`src/rtl/div_unit.sv`:
```
// -----------------------------------------------------------------------------
// div_unit
// Multi-cycle radix-2 restoring divider for MIPS DIV/DIVU in the execute stage.
// Produces the {remainder, quotient} word written into HI/LO after WIDTH
// iterations. Only one divide is in flight at a time. A pipeline flush
// (annul) abandons the divide in flight.
//
// Signed divides run on operand magnitudes. The signs are fixed up at the
// end: the quotient truncates toward zero, and the remainder takes the sign
// of the dividend.
//
// Ports:
//   clk         in   system clock, rising edge
//   rst         in   asynchronous active-low reset
//   start       in   divide request, held by the caller until ready is seen
//   signed_div  in   1 = DIV (two's complement), 0 = DIVU; sampled with start
//   annul       in   flush; drops the divide in flight (no ready pulse)
//   a           in   dividend, sampled in IDLE with start
//   b           in   divisor, sampled in IDLE with start
//   div_res     out  registered {remainder, quotient}; holds until next result
//   ready       out  registered one-cycle pulse while div_res is fresh
//   div_zero    out  registered; high with ready when the divisor was zero
//   stall       out  combinational start & ~ready, for the hazard unit
// -----------------------------------------------------------------------------
module div_unit #(
   parameter int WIDTH = 32
) (
   input  logic                 clk,
   input  logic                 rst,
   input  logic                 start,
   input  logic                 signed_div,
   input  logic                 annul,
   input  logic [WIDTH-1:0]     a,
   input  logic [WIDTH-1:0]     b,
   output logic [2*WIDTH-1:0]   div_res,
   output logic                 ready,
   output logic                 div_zero,
   output logic                 stall
);

   localparam int CW = $clog2(WIDTH);

   typedef enum logic [1:0] {
      S_IDLE,
      S_DZERO,
      S_ON,
      S_END
   } state_e;

   state_e               state_q, state_d;
   logic [CW-1:0]        cnt_q, cnt_d;
   logic [WIDTH-1:0]     rem_q, rem_d;     // partial remainder
   logic [WIDTH-1:0]     quo_q, quo_d;     // dividend shifting out, quotient shifting in
   logic [WIDTH-1:0]     dvs_q, dvs_d;     // divisor magnitude
   logic                 q_neg_q, q_neg_d;
   logic                 r_neg_q, r_neg_d;
   logic [2*WIDTH-1:0]   res_q, res_d;
   logic                 ready_q, ready_d;
   logic                 dz_q, dz_d;

   // Operand magnitudes, which are used only for signed divides
   logic [WIDTH-1:0]     a_mag, b_mag;

   assign a_mag = (signed_div && a[WIDTH-1]) ? (~a + 1'b1) : a;
   assign b_mag = (signed_div && b[WIDTH-1]) ? (~b + 1'b1) : b;

   // One restoring step. The shifted remainder needs one extra bit because
   // it can reach 2*divisor-1. The top bit of the trial difference is the
   // borrow: when it is set, the subtraction went negative and the shifted
   // value is kept as the new remainder.
   logic [WIDTH:0]       r_shift, r_trial;
   logic [WIDTH-1:0]     rem_step, quo_step;

   assign r_shift  = {rem_q, quo_q[WIDTH-1]};
   assign r_trial  = r_shift - {1'b0, dvs_q};
   assign rem_step = r_trial[WIDTH] ? r_shift[WIDTH-1:0] : r_trial[WIDTH-1:0];
   assign quo_step = {quo_q[WIDTH-2:0], ~r_trial[WIDTH]};

   // Sign fix-up applied to the result of the last iteration
   logic [WIDTH-1:0]     quo_fix, rem_fix;

   assign quo_fix = q_neg_q ? (~quo_step + 1'b1) : quo_step;
   assign rem_fix = r_neg_q ? (~rem_step + 1'b1) : rem_step;

   // NOTE: every signal written here is given a default first. Without the
   // defaults, a branch that skips an assignment would infer a latch.
   always_comb begin
      state_d = state_q;
      cnt_d   = cnt_q;
      rem_d   = rem_q;
      quo_d   = quo_q;
      dvs_d   = dvs_q;
      q_neg_d = q_neg_q;
      r_neg_d = r_neg_q;
      res_d   = res_q;
      ready_d = 1'b0;
      dz_d    = 1'b0;

      case (state_q)
         S_IDLE: begin
            if (start && !annul) begin
               if (b == '0) begin
                  state_d = S_DZERO;
               end else begin
                  dvs_d   = b_mag;
                  quo_d   = a_mag;
                  rem_d   = '0;
                  cnt_d   = '0;
                  q_neg_d = signed_div & (a[WIDTH-1] ^ b[WIDTH-1]);
                  r_neg_d = signed_div & a[WIDTH-1];
                  state_d = S_ON;
               end
            end
         end

         S_ON: begin
            if (annul) begin
               state_d = S_IDLE;
            end else begin
               rem_d = rem_step;
               quo_d = quo_step;
               cnt_d = cnt_q + 1'b1;
               if (cnt_q == CW'(WIDTH - 1)) begin
                  res_d   = {rem_fix, quo_fix};
                  ready_d = 1'b1;
                  state_d = S_END;
               end
            end
         end

         S_DZERO: begin
            if (annul) begin
               state_d = S_IDLE;
            end else begin
               res_d   = '0;
               ready_d = 1'b1;
               dz_d    = 1'b1;
               state_d = S_END;
            end
         end

         // The result is already committed here, so annul is ignored
         S_END: begin
            state_d = S_IDLE;
         end

         default: begin
            state_d = S_IDLE;
         end
      endcase
   end

   // NOTE: state registers use non-blocking assignments. Every flop then
   // samples its pre-edge value, whatever order the blocks run in.
   always_ff @(posedge clk or negedge rst) begin
      if (!rst) begin
         state_q <= S_IDLE;
         cnt_q   <= '0;
         rem_q   <= '0;
         quo_q   <= '0;
         dvs_q   <= '0;
         q_neg_q <= 1'b0;
         r_neg_q <= 1'b0;
         res_q   <= '0;
         ready_q <= 1'b0;
         dz_q    <= 1'b0;
      end else begin
         state_q <= state_d;
         cnt_q   <= cnt_d;
         rem_q   <= rem_d;
         quo_q   <= quo_d;
         dvs_q   <= dvs_d;
         q_neg_q <= q_neg_d;
         r_neg_q <= r_neg_d;
         res_q   <= res_d;
         ready_q <= ready_d;
         dz_q    <= dz_d;
      end
   end

   assign div_res  = res_q;
   assign ready    = ready_q;
   assign div_zero = dz_q;
   assign stall    = start & ~ready_q;

endmodule

```
`config.mk`:
```
export PLATFORM = sky130hd
export DESIGN_NAME = div_unit
export DESIGN_NICKNAME = d
export VERILOG_FILES = /design/src/rtl/div_unit.sv
export SDC_FILE = /design/constraint.sdc
export NUM_CORES = 1
export LEC_CHECK = 0
export CAP_MARGIN = 20
export CORE_MARGIN = 8
export CORE_UTILIZATION = 59
export DETAILED_ROUTE_END_ITERATION = 12
export DONT_BUFFER_PORTS = 1
export PLACE_DENSITY_LB_ADDON = 0.12
export REMOVE_ABC_BUFFERS = 1
export SLEW_MARGIN = 5
export SYNTH_ARGS = -nofsm -noshare
export SYNTH_HDL_FRONTEND = slang
export SYNTH_SLANG_ARGS = --single-unit
```
`constraint.sdc`:
```
create_clock -name clk -period 4.89 [get_ports clk]
set_clock_uncertainty 0.15 [all_clocks]
set_input_delay 0.489 -clock clk [delete_from_list [all_inputs] [get_ports clk]]
set_output_delay 0.489 -clock clk [all_outputs]
set_load 0.1 [all_outputs]
```
Word level (Yosys, flattened, before mapping):

Index checks and enable logic that the tools add are counted.

* output and inout port bits: 67
* register bits: 171
* word-level logic and storage cells: 81
* bits of input ports: 69

* add/subtract/negate cells: 6
* equal/unequal tests: 10
* bitwise operators: 11
* reductions and logical operators: 12
* mux-type cells: 32

Operator list (count)
* 32-bit two-way mux: 11
* 64-bit two-way mux: 3
* 32-bit by 1-bit adder with 32-bit output, second input constant: 4
* 32-bit NOT: 4
* 32-bit case mux with 2 select lines: 2
* 64-bit case mux with 2 select lines: 1
* 33-bit by 32-bit subtractor with 33-bit output: 1
* 32-bit zero test: 1
* 5-bit two-way mux: 3
* 2-bit two-way mux: 5
* 2-bit inequality test, second input constant: 5
* 5-bit case mux with 2 select lines: 1
* 2-bit case mux with 4 select lines: 1
* 4-bit AND reduction: 2
* 5-bit by 1-bit adder with 5-bit output, second input constant: 1
* 5-bit == test, second input constant: 1
* 2-bit == test, second input constant: 2
* 1-bit two-way mux: 4
* 2-bit nonzero test: 2
* 1-bit bitwise AND: 3
* 1-bit logical AND: 3
* 3-bit inequality test, second input constant: 1
* 1-bit NOT: 3
* 3-bit AND reduction: 1
* 6 further kinds: 6

Logic depth before layout (Yosys ltp):

Gate-level depths: netlist (run 1).

* word-level depth: 8
* depth in mapped cells: 27
* gate-level depth less buffers: 23

Worst setup path before layout (run 1):

OpenSTA, ideal clock, no wires.

* path type: register to register
* start point: reg quo_q[31]
* end point: reg res_q[62] (netlist: div_res[62])
* library setup time: 0.130 ns
* cell stages (with the launch flop): 27
* arrival time: 5.056 ns
* data required time: 4.610 ns
* clock period less this slack: 5.336 ns
* slack: -0.446 ns
* cell sequence: dfrtp_1 > inv_1 > ha_1 > inv_1 > fa_1 > a211oi_2 > o211ai_2 > nand3_2 > a2111o_1 > a31oi_4 > nor2_2 > inv_2 > buf_2 > buf_2 > buf_2 > buf_1 > o21ai_0 > inv_1 > ha_1 > nor3b_1 > nand3_1 > a21oi_1 > a31oi_1 > or4_4 > o41ai_2 > xor2_1 > o21ai_1

* word-level cells in the longest chain between the ends: 8

RTL lines
* from (decl): RTL line 53 `logic [WIDTH-1:0] quo_q, quo_d;`
* from (signal assigned): RTL line 171 `quo_q <= quo_d;`
* 33-bit by 32-bit subtractor with 33-bit output: RTL line 75 `assign r_trial = r_shift - {1'b0, dvs_q};`
* 32-bit two-way mux (*): RTL line 76 `assign rem_step = r_trial[WIDTH] ? r_shift[WIDTH-1:0] : r_trial[WIDTH-1:0];`
* 32-bit NOT: RTL line 83 `assign rem_fix = r_neg_q ? (~rem_step + 1'b1) : rem_step;`
* 32-bit by 1-bit adder with 32-bit output: RTL line 83
* 32-bit two-way mux (*): RTL line 83
* 64-bit two-way mux (*): RTL line 123 `if (cnt_q == CW'(WIDTH - 1)) begin`
* 64-bit two-way mux (*): RTL line 117 `if (annul) begin`
* 64-bit case mux with 2 select lines (*): RTL line 99 `case (state_q)`
* to (signal assigned): RTL line 175 `res_q <= res_d;`
* to (decl): RTL line 57 `logic [2*WIDTH-1:0] res_q, res_d;`

Mark *: on every way between the ends. The rest lies on a longest branch, timed or not. The select of a mux whose other input is x is not followed.
A chain may end at the register's enable or synchronous reset.

Final worst setup path (run 1):

* start point: reg quo_q[31]
* end point: reg res_q[60] (netlist: div_res[60])

Same word-level chain as after synthesis.

==> results of run 1 <==
==> worst max path at each step <==
stage / from / to / slack [ns] / cells after the start
after floorplan: quo_q[31] / div_res[62] / -1.32 / 21
after global placement: quo_q[31] / div_res[62] / 0.07 / 21
after detailed placement: quo_q[31] / div_res[60] / -0.11 / 21
after CTS: quo_q[31] / div_res[60] / 0.009 / 21
after global routing: dvs_q[3] / div_res[60] / 0.02 / 19
final: quo_q[31] / div_res[60] / 0.18 / 21
==> worst max-delay path, cell delays in order, from the launching register on <==
cell      delay, ns
dfrtp_1        0.35
inv_1          0.06
ha_2           0.19
inv_1          0.07
fa_2           0.24
a211oi_4       0.08
o211ai_2       0.23
nand3_2        0.18
a2111o_1       0.50
a31oi_4        0.19
nor2_4         0.07
inv_4          0.11
mux2i_2        0.25
ha_2           0.24
nor3b_4        0.23
nand3_1        0.12
a21oi_2        0.13
a31oi_1        0.08
or4_4          0.53
o41ai_4        0.36
xnor2_1        0.16
o21ai_1        0.07
==> state kept, by name (all words and copies together), names as in the netlist <==
signal	cells
cnt_q	5
div_res	64
div_zero	1
dvs_q	32
q_neg_q	1
quo_q	32
r_neg_q	1
ready	1
rem_q	32
state_q	2
==> synthesized netlist by cell type (all sizes together) (12+ instances only) <==
cell and number:
o31ai 33, nor4 19, buf 24, nor3 23
nor2 98, or4 15, nor2b 13, inv 56
a31oi 14, or3 25, xor2 65, nand2b 15
ha 41, nand2 230, mux2i 24, a21oi 121
nand3 22, clkbuf 52, o41ai 15, o21ai 200
nand4 12, dfrtp 171, xnor2 73
==> timing repair <==
| item | in CTS | in global routing |
|---|---|---|
| pin swaps | 0 | 8 |
| hold buffers | 3 | 0 |
| resized for setup | 2 | 12 |
| setup buffers | 0 | 5 |
| hold endpoints to repair | 172 | 0 |
| setup endpoints to repair | 2 | 10 |
==> layer usage <==
| metal | track usage (%) | routed length, um | vias to the layer above |
|---|---|---|---|
| met5 | 0 | 13 | - |
| met4 | 9.18 | 950 | 2 |
| li1 | - | - | 5231 |
| met2 | 41.3 | 15700 | 361 |
| met1 | 35.0 | 15000 | 5174 |
| met3 | 6.31 | 2360 | 52 |
==> metrics by stage <==
| stage | std cells | hold WS, ns |
|---|---|---|
| 2_1_floorplan | 1405 | 0.0434 |
| 3_3_place_gp | 1716 | 0.0505 |
| 3_5_place_dp | 1716 | 0.0491 |
| 4_1_cts | 1751 | 0.0479 |
| 5_1_grt | 1756 | 0.0779 |
| 6_report | 1756 | 0.0540 |
==> layout make-up <==
type / count / area, um2 / area share [%]
flip-flops and latches: 171 / 4280 / 32.5
inverters: 56 / 213 / 1.62
clock buffers: 19 / 453 / 3.44
multi-input cells: 1178 / 7330 / 55.6
well taps: 270 / 338 / 2.57
clock inverters: 13 / 154 / 1.17
repair buffers: 49 / 405 / 3.08
==> cells by family after synthesis <==
kind of cell             Yosys count  synth area share [%]
AO/OA/AOI/OAI                    464                  23.5
XOR/XNOR                         138                  10.0
adder cells (fa/ha/maj)           42                  4.42
buffers and inverters            132                  4.36
flip-flops                       171                  35.5
multiplexers                      25                  2.09
AND/OR/NAND/NOR                  509                  20.0
==> results.tsv, run 1 <==
metric	value	unit
outcome	finished clean	
Detailed Route Iter0 Violations	841	
top cells by area in the synthesized netlist	dfrtp_1 36%, o21ai_0 7.8%, nand2_1 7.2%, xnor2_1 5.3%, a21oi_1 5.0%	
Synth Register Bits	171	
R2R setup slack	0.18	ns
gpl congestion	0.941	
Cell variety after synth	79	
filler cell count	1738	
Layout Utilization	65.3	%
Post-Route Setup TNS	0	ns
Hold Fails Final Rpt	0	
Post-synth ARST share	100	%
max_cap viols	0	
vias in the first global route	10300	
FF-to-FF Start	quo_q[31]	
Final Critical Period	4.71	ns
max-slew violations	0	
die span in y	159	um
r2r endpoint	div_res[60]	
cts bufs inserted	17	
CTS Buffer Depth	2	
clk sinks	171	
Clk pin slew, worst setup/hold paths	0.07	ns
Initial Utilization	59.7	%
grt total ovfl	0	
post-synthesis sequential area ratio	35.5	%
latest clock arrival within the worst-skew pair	0.44	ns
kind of critical path	reg -> reg	
Post-Syn Area	12000	um2
WL/cell	19.4	um
H-tree depth	4	
Area growth syn-to-layout	9.32	%
most frequent cells in the layout	230 x nand2_1, 187 x o21ai_0, 171 x dfrtp_1	
syn_area_per_cell	8.13	um2
fin nets	1584	
placed cell areas	12400	um2
worst hold path type	in -> reg	
Required @ worst endpoint	5.06	ns
layout cells sized above 1	8.55	%
CTS tree	yes	
final setup fails	0	
worst-margin pin slew	1.06	ns
Ys Warns	0	
RSZ-0062 raised after global routing	false	
cell taking the most area after synthesis	dfrtp_1	
WHS Endpoint	dvs_q[1]	
FP Rows	52	
Final ANT Viol Nets	0	
critical path arrival	4.88	ns
main flop type after synthesis	dfrtp_1	
DP HPWL	25000	um
hold depth	2	
Post-synth EDFFs	0	
IO Pins	136	
antenna diode count	0	
share of the synthesized area in the top cell type	35.5	%
final worst-path cycle share	96.3	%
pin count of the biggest net entering global routing	172	
Crit. End Element	flip-flop	
DRC	0	
worst-case reg-to-reg path depth	21	
Place WS	-0.106	ns
most common cell after layout, fill and taps aside	nand2_1	
Initial DRT Pass Iterations	5	
DIE AREA	25200	um2
final WL	34000	um
hold path start	b[1]	
Startpoint Class	flip-flop	
vias	10800	
clk root buf	clkbuf_16	
chip width	159	um
core area	20200	um2
Mapped Cells	1481	
Port Buf Inserts	0	
first-pass GRT wire length	54800	um
Max FO, Critical Path	7	
initial antenna violation count	1	
Global Route Usage Sum	26.3	%
Fmax achieved	212	MHz
Final Instance Area	13200	um2
final setup margin	0.181	ns
headroom to the max-slew limit	29.0	%
Vias/cell	6.16	
Power of run 1 is left out: the tool's default activity adds up to more than one toggle a clock period on the data nets, which glitch-free logic cannot reach.
==> inputs of run 2 (changes only) <==
- CORE_UTILIZATION: 59 -> 65
- MAX_ROUTING_LAYER: unset -> met4
- clock period: 4.89 -> 5.65 ns (I/O delays scaled with it)
==> results.tsv, run 2 (synthesized netlist as in run 1, its figures left out) <==
metric	value	unit	change
Hold Slack	-0.0343	ns	was 0.0540 ns
DP HPWL	24900	um	was 25000 um
pin count of the biggest net entering global routing	172		unchanged
placed cell areas	12100	um2	was 12400 um2
most common cell after layout, fill and taps aside	nand2_1		unchanged
most frequent cells in the layout	230 x nand2_1, 187 x o21ai_0, 171 x dfrtp_1		unchanged
worst hold path type	in -> async		was in -> reg
Largest register FFs	64		unchanged
worst-margin pin slew	1.06	ns	about the same
Hold Fails Final Rpt	6		was 0
Top Metal Used	met4		was met5
kind of critical path	reg -> reg		unchanged
CTS tree	yes		unchanged
critical path arrival	5.49	ns	was 4.88 ns
H-tree depth	4		unchanged
layout cells sized above 1	5.99	%	was 8.55%
Fmax achieved	186	MHz	was 212 MHz
latest clock arrival within the worst-skew pair	0.43	ns	was 0.44 ns
Initial Utilization	66.6	%	was 59.7%
WL met1	14500	um	was 15000 um
Place WS	0.365	ns	was -0.106 ns
crit-path max cell delay	0.60	ns	was 0.53 ns
outcome	complete, but fails checks		was finished clean
Vias/cell	6.41		was 6.16
chip width	152	um	was 159 um
first-pass GRT wire length	53700	um	was 54800 um
die span in y	152	um	was 159 um
grt total ovfl	0		unchanged
Port Buf Inserts	0		unchanged
FP Rows	49		was 52
Max FO, Critical Path	9		was 7
vias	10800		about the same
Final Instance Area	12800	um2	was 13200 um2
cts bufs inserted	17		unchanged
gpl congestion	0.927		was 0.941
Startpoint Class	flip-flop		unchanged
fin nets	1551		was 1584
vias in the first global route	10100		was 10300
Slowest-stage cell, CP	or4_4		unchanged
Final ANT Viol Nets	0		unchanged
clk root buf	clkbuf_16		unchanged
Global Route Usage Sum	29.1	%	was 26.3%
Area growth syn-to-layout	5.85	%	was 9.32%
Clk pin slew, worst setup/hold paths	0.07	ns	about the same
Crit. End Element	flip-flop		unchanged
DRC	0		unchanged
headroom to the max-slew limit	28.9	%	was 29.0%
filler cell count	1491		was 1738
Detailed Route Iter0 Violations	915		was 841
final setup fails	0		unchanged
met2 routed WL	15800	um	was 15700 um
Final Critical Period	5.37	ns	was 4.71 ns
IO Pins	136		unchanged
DIE AREA	23100	um2	was 25200 um2
final setup margin	0.280	ns	was 0.181 ns
clk sinks	171		unchanged
core area	18100	um2	was 20200 um2
CTS Buffer Depth	2		unchanged
max_cap viols	0		unchanged
crit-path cells	inv_1 -> ha_1 -> inv_1 -> fa_1 -> a211oi_2 -> o211ai_2 -> nand3_2 -> a2111oi_2 -> nor4_4 -> nor2_4 -> inv_2 -> mux2i_1 -> ha_1 -> nor3b_2 -> nand3_1 -> a21oi_1 -> a31oi_1 -> or4_4 -> o41ai_2 -> xnor2_1 -> o21ai_1		was inv_1 -> ha_2 -> inv_1 -> fa_2 -> a211oi_4 -> o211ai_2 -> nand3_2 -> a2111o_1 -> a31oi_4 -> nor2_4 -> inv_4 -> mux2i_2 -> ha_2 -> nor3b_4 -> nand3_1 -> a21oi_2 -> a31oi_1 -> or4_4 -> o41ai_4 -> xnor2_1 -> o21ai_1
antenna diode count	0		unchanged
failing checks	negative hold slack		
Post-Route Setup TNS	0	ns	unchanged
max-slew violations	0		unchanged
initial antenna violation count	0		was 1
WL met3	2400	um	was 2360 um
final WL	33500	um	was 34000 um
Required @ worst endpoint	5.77	ns	was 5.06 ns
Initial DRT Pass Iterations	5		unchanged
final worst-path cycle share	95.0	%	was 96.3%
WL/cell	19.9	um	was 19.4 um
==> run 2: cell types whose count changed in the layout (fill, tap and decap cells not counted), moves of 2 or more <==
cell,before,now
inv_6,4,1
ha_1,38,40
dlygate4sd3_1,2,0
clkinv_2,1,4
buf_4,45,15
ha_2,3,1
nor3_1,20,22
o41ai_2,1,3
o41ai_4,3,1
nor3_2,3,1
clkinvlp_4,3,1
clkinv_4,1,3
==> run 2: critical path, delay by kind of cell, from the launching register on <==
kind            cells  cell delay [ns]
compound gates      7             1.31
xor+xnor            1             0.16
fa+ha+maj           3             0.85
buf+inv             3             0.32
flops               1             0.40
mux                 1             0.32
simple gates        6             1.69
==> run 2: what timing repair did <==
action,4_1_cts,5_1_grt
hold endpoints to repair,171,0
endpoints found under the setup margin,0,2
setup buffers,0,2
gates resized for setup,0,1
hold buffers,1,0
==> run 2: through the flow <==
| step | utilization, % | std cells | hold WS, ns |
|---|---|---|---|
| finish | 70.5 | 1682 | -0.0343 |
| global route | 70.5 | 1682 | 0.0252 |
| CTS | 70.4 | 1680 | 0.0310 |
| detailed placement | 67.1 | 1647 | 0.123 |
| global placement | 67.1 | 1647 | 0.123 |
| floorplan | - | 1405 | 0.119 |
==> run 2: layer usage <==
layer | vias up | global-route usage, %
met4 | 0 | 8.85
met3 | 56 | 5.81
met1 | 5172 | 37.6
li1 | 5167 | -
met5 | - | -
met2 | 383 | 45.4
==> run 2: final cells by class <==
cell class / count / area, um2 / share of cell area, %
multi-input cells: 1178 / 7260 / 57.0
flip-flops and latches: 171 / 4280 / 33.6
clock buffers: 20 / 457 / 3.58
well taps: 229 / 287 / 2.25
inverters: 56 / 210 / 1.65
repair buffers: 16 / 140 / 1.10
clock inverters: 12 / 115 / 0.903
==> run 2: path summary, 6_finish.rpt <==
| check | to | depth (start not counted) | from | slack, ns |
|---|---|---|---|---|
| max reg2reg | div_res[60] | 21 | quo_q[31] | 0.28 |
| min reg2reg | dvs_q[8] | 2 | dvs_q[8] | 0.34 |
| min in group clk | div_zero | 1 | annul | 0.04 |
| max | div_res[60] | 21 | quo_q[31] | 0.28 |
| max in group asynchronous | rem_q[26] | 1 | rst | 4.68 |
| min | div_res[26] | 1 | rst | -0.03 |
Power of run 2 is left out for the same reason.
==> inputs of run 3 (changes only) <==
--- a/config.mk
+++ b/config.mk
@@ -6,5 +6,5 @@
 export NUM_CORES = 1
 export LEC_CHECK = 0
-export CAP_MARGIN = 20
+export CAP_MARGIN = 0
 export CORE_MARGIN = 8
 export CORE_UTILIZATION = 65
--- a/constraint.sdc
+++ b/constraint.sdc
@@ -3,3 +3,3 @@
 set_input_delay 0.565 -clock clk [delete_from_list [all_inputs] [get_ports clk]]
 set_output_delay 0.565 -clock clk [all_outputs]
-set_load 0.1 [all_outputs]
+set_load 0.02 [all_outputs]
==> results.tsv, run 3 (synthesized netlist as in run 1, its figures left out) <==
metric	value	unit	change
worst-case reg-to-reg path depth	21		unchanged
Area growth syn-to-layout	6.16	%	was 5.85%
Hold Slack	-0.0279	ns	was -0.0343 ns
first-pass GRT wire length	54500	um	was 53700 um
kind of critical path	reg -> reg		unchanged
final WL	33400	um	was 33500 um
Crit. End Element	flip-flop		unchanged
Largest register FFs	64		unchanged
DIE AREA	23100	um2	unchanged
Worst Path Buf+Inv	3		unchanged
IO Pins	136		unchanged
Net Sw Power	4610	uW	
Clk pin slew, worst setup/hold paths	0.07	ns	about the same
met2 routed WL	15600	um	was 15800 um
max-slew violations	0		unchanged
failing checks	negative hold slack		unchanged
sequential share of power	27.9	%	
Vias/cell	6.39		was 6.41
Hold Fails Final Rpt	14		was 6
PwrDens	698	nW/um2	
Top Metal Used	met4		unchanged
most common cell after layout, fill and taps aside	nand2_1		unchanged
FF-to-FF Start	quo_q[31]		unchanged
most frequent cells in the layout	230 x nand2_1, 187 x o21ai_0, 171 x dfrtp_1		unchanged
Final Critical Period	5.31	ns	was 5.37 ns
grt total ovfl	0		unchanged
Final ANT Viol Nets	0		unchanged
critical path arrival	5.46	ns	was 5.49 ns
Pint	4320	uW	
CTS Buffer Depth	2		unchanged
worst-margin pin slew	0.932	ns	was 1.06 ns
antenna diode count	0		unchanged
die span in y	152	um	unchanged
switching share of total power	51.6	%	
Place WS	0.320	ns	was 0.365 ns
clk sinks	171		unchanged
headroom to the max-slew limit	37.9	%	was 28.9%
Slowest-stage cell, CP	or4_4		unchanged
chip width	152	um	unchanged
VDD IR-drop max	0.428	mV	
vias	10800		about the same
pin count of the biggest net entering global routing	172		unchanged
CP startpoint	quo_q[31]		unchanged
max_cap viols	0		unchanged
Port Buf Inserts	0		unchanged
R2R setup slack	0.34	ns	was 0.28 ns
final worst-path cycle share	94.0	%	was 95.0%
final setup fails	0		unchanged
Initial DRT Pass Iterations	5		unchanged
combinational share of power	58.9	%	
Worst Setup EP	div_res[62]		was div_res[60]
stages on the worst setup path	21		unchanged
clk root buf	clkbuf_16		unchanged
Initial Utilization	66.6	%	unchanged
Startpoint Class	flip-flop		unchanged
Global Route Usage Sum	29.6	%	was 29.1%
layout cells sized above 1	6.19	%	was 5.99%
DP HPWL	24600	um	was 24900 um
r2r endpoint	div_res[62]		was div_res[60]
CTS tree	yes		unchanged
Detailed Route Iter0 Violations	857		was 915
Required @ worst endpoint	5.80	ns	was 5.77 ns
initial antenna violation count	0		unchanged
fin nets	1553		was 1551
Pwr Total	8930	uW	
Fmax achieved	188	MHz	was 186 MHz
WL met3	2480	um	was 2400 um
H-tree depth	4		unchanged
gpl congestion	0.908		was 0.927
crit-path cells	inv_1 -> ha_1 -> inv_1 -> fa_1 -> a211oi_2 -> o211ai_2 -> nand3_2 -> a2111oi_2 -> nor4_4 -> nor2_4 -> inv_2 -> mux2i_2 -> ha_1 -> nor3b_2 -> nand3_1 -> a21oi_1 -> a31oi_1 -> or4_4 -> o41ai_2 -> xor2_1 -> o21ai_1		was inv_1 -> ha_1 -> inv_1 -> fa_1 -> a211oi_2 -> o211ai_2 -> nand3_2 -> a2111oi_2 -> nor4_4 -> nor2_4 -> inv_2 -> mux2i_1 -> ha_1 -> nor3b_2 -> nand3_1 -> a21oi_1 -> a31oi_1 -> or4_4 -> o41ai_2 -> xnor2_1 -> o21ai_1
leak pwr	0.00548	uW	
cts bufs inserted	17		unchanged
core area	18100	um2	unchanged
vias in the first global route	10400		was 10100
latest clock arrival within the worst-skew pair	0.44	ns	was 0.43 ns
Max FO, Critical Path	9		unchanged
WL met1	14300	um	was 14500 um
worst hold path type	in -> async		unchanged
WL/cell	19.8	um	was 19.9 um
DRC	0		unchanged
crit-path max cell delay	0.58	ns	was 0.60 ns
final setup margin	0.337	ns	was 0.280 ns
outcome	complete, but fails checks		unchanged
Final Non-Filler Cells	1684		was 1682
Clock Power Share	13.3	%	
FP Rows	49		unchanged
placed insts	1648		was 1647
delay-heaviest family, CP	simple AND/OR/NAND/NOR gates		unchanged
-- run 3: worst min path at each step --
stage / startpoint / endpoint
after global routing: annul / div_zero
final: rst / div_res[26]
after global placement: rst / div_res[26]
after detailed placement: rst / div_res[26]
after CTS: annul / div_zero
after floorplan: rst / cnt_q[0]
-- run 3: layout make-up --
type                            instances  area, um2
Clock buffer                           20        467
Clock inverter                         12        126
Fill cell                            1485       5300
Inverter                               56        210
Multi-Input combinational cell       1178       7270
Sequential cell                       171       4280
Tap cell                              229        287
Timing Repair Buffer                   18        155
-- run 3: repair_timing --
action	4_1_cts	5_1_grt
setup endpoints to repair	0	2
hold buffers	1	0
buffers inserted	0	3
gates resized for setup	0	2
endpoints found under the hold margin	171	0
-- run 3: power groups by stage --
stage	registers, uW	logic [uW]	clock network, uW
after CTS	2480	5150	1190
after detailed placement	2500	5080	0
after global placement	2470	5020	0
after floorplan	2330	3860	0
after global routing	2550	5810	1240
final	2490	5260	1180
-- run 3: worst register-to-register path, cell delays in order, from the launching register on --
cell       delay [ns]
dfrtp_1          0.40
inv_1            0.08
ha_1             0.17
inv_1            0.06
fa_1             0.43
a211oi_2         0.32
o211ai_2         0.17
nand3_2          0.16
a2111oi_2        0.12
nor4_4           0.52
nor2_4           0.05
inv_2            0.17
mux2i_2          0.29
ha_1             0.24
nor3b_2          0.27
nand3_1          0.11
a21oi_1          0.15
a31oi_1          0.10
or4_4            0.59
o41ai_2          0.36
xor2_1           0.18
o21ai_1          0.07
-- run 3: per-layer routing --
| layer | GRT usage [%] | up-vias |
|---|---|---|
| met2 | 47.0 | 396 |
| met1 | 36.5 | 5119 |
| met3 | 6.52 | 75 |
| met5 | - | - |
| met4 | 11.2 | 0 |
| li1 | - | 5175 |
-- run 3: metrics by stage --
| stage | cell area, um2 | utilization (%) | hold slack (ns) | setup TNS [ns] |
|---|---|---|---|---|
| floorplan | 11700 | - | 0.119 | -2.05 |
| global placement | 12100 | 67.1 | 0.123 | 0 |
| detailed placement | 12100 | 67.1 | 0.124 | 0 |
| CTS | 12800 | 70.5 | 0.0259 | 0 |
| global route | 12800 | 70.7 | 0.0245 | -0.0868 |
| finish | 12800 | 70.7 | -0.0279 | 0 |
Note: power is estimated with default switching activity, not from simulation.
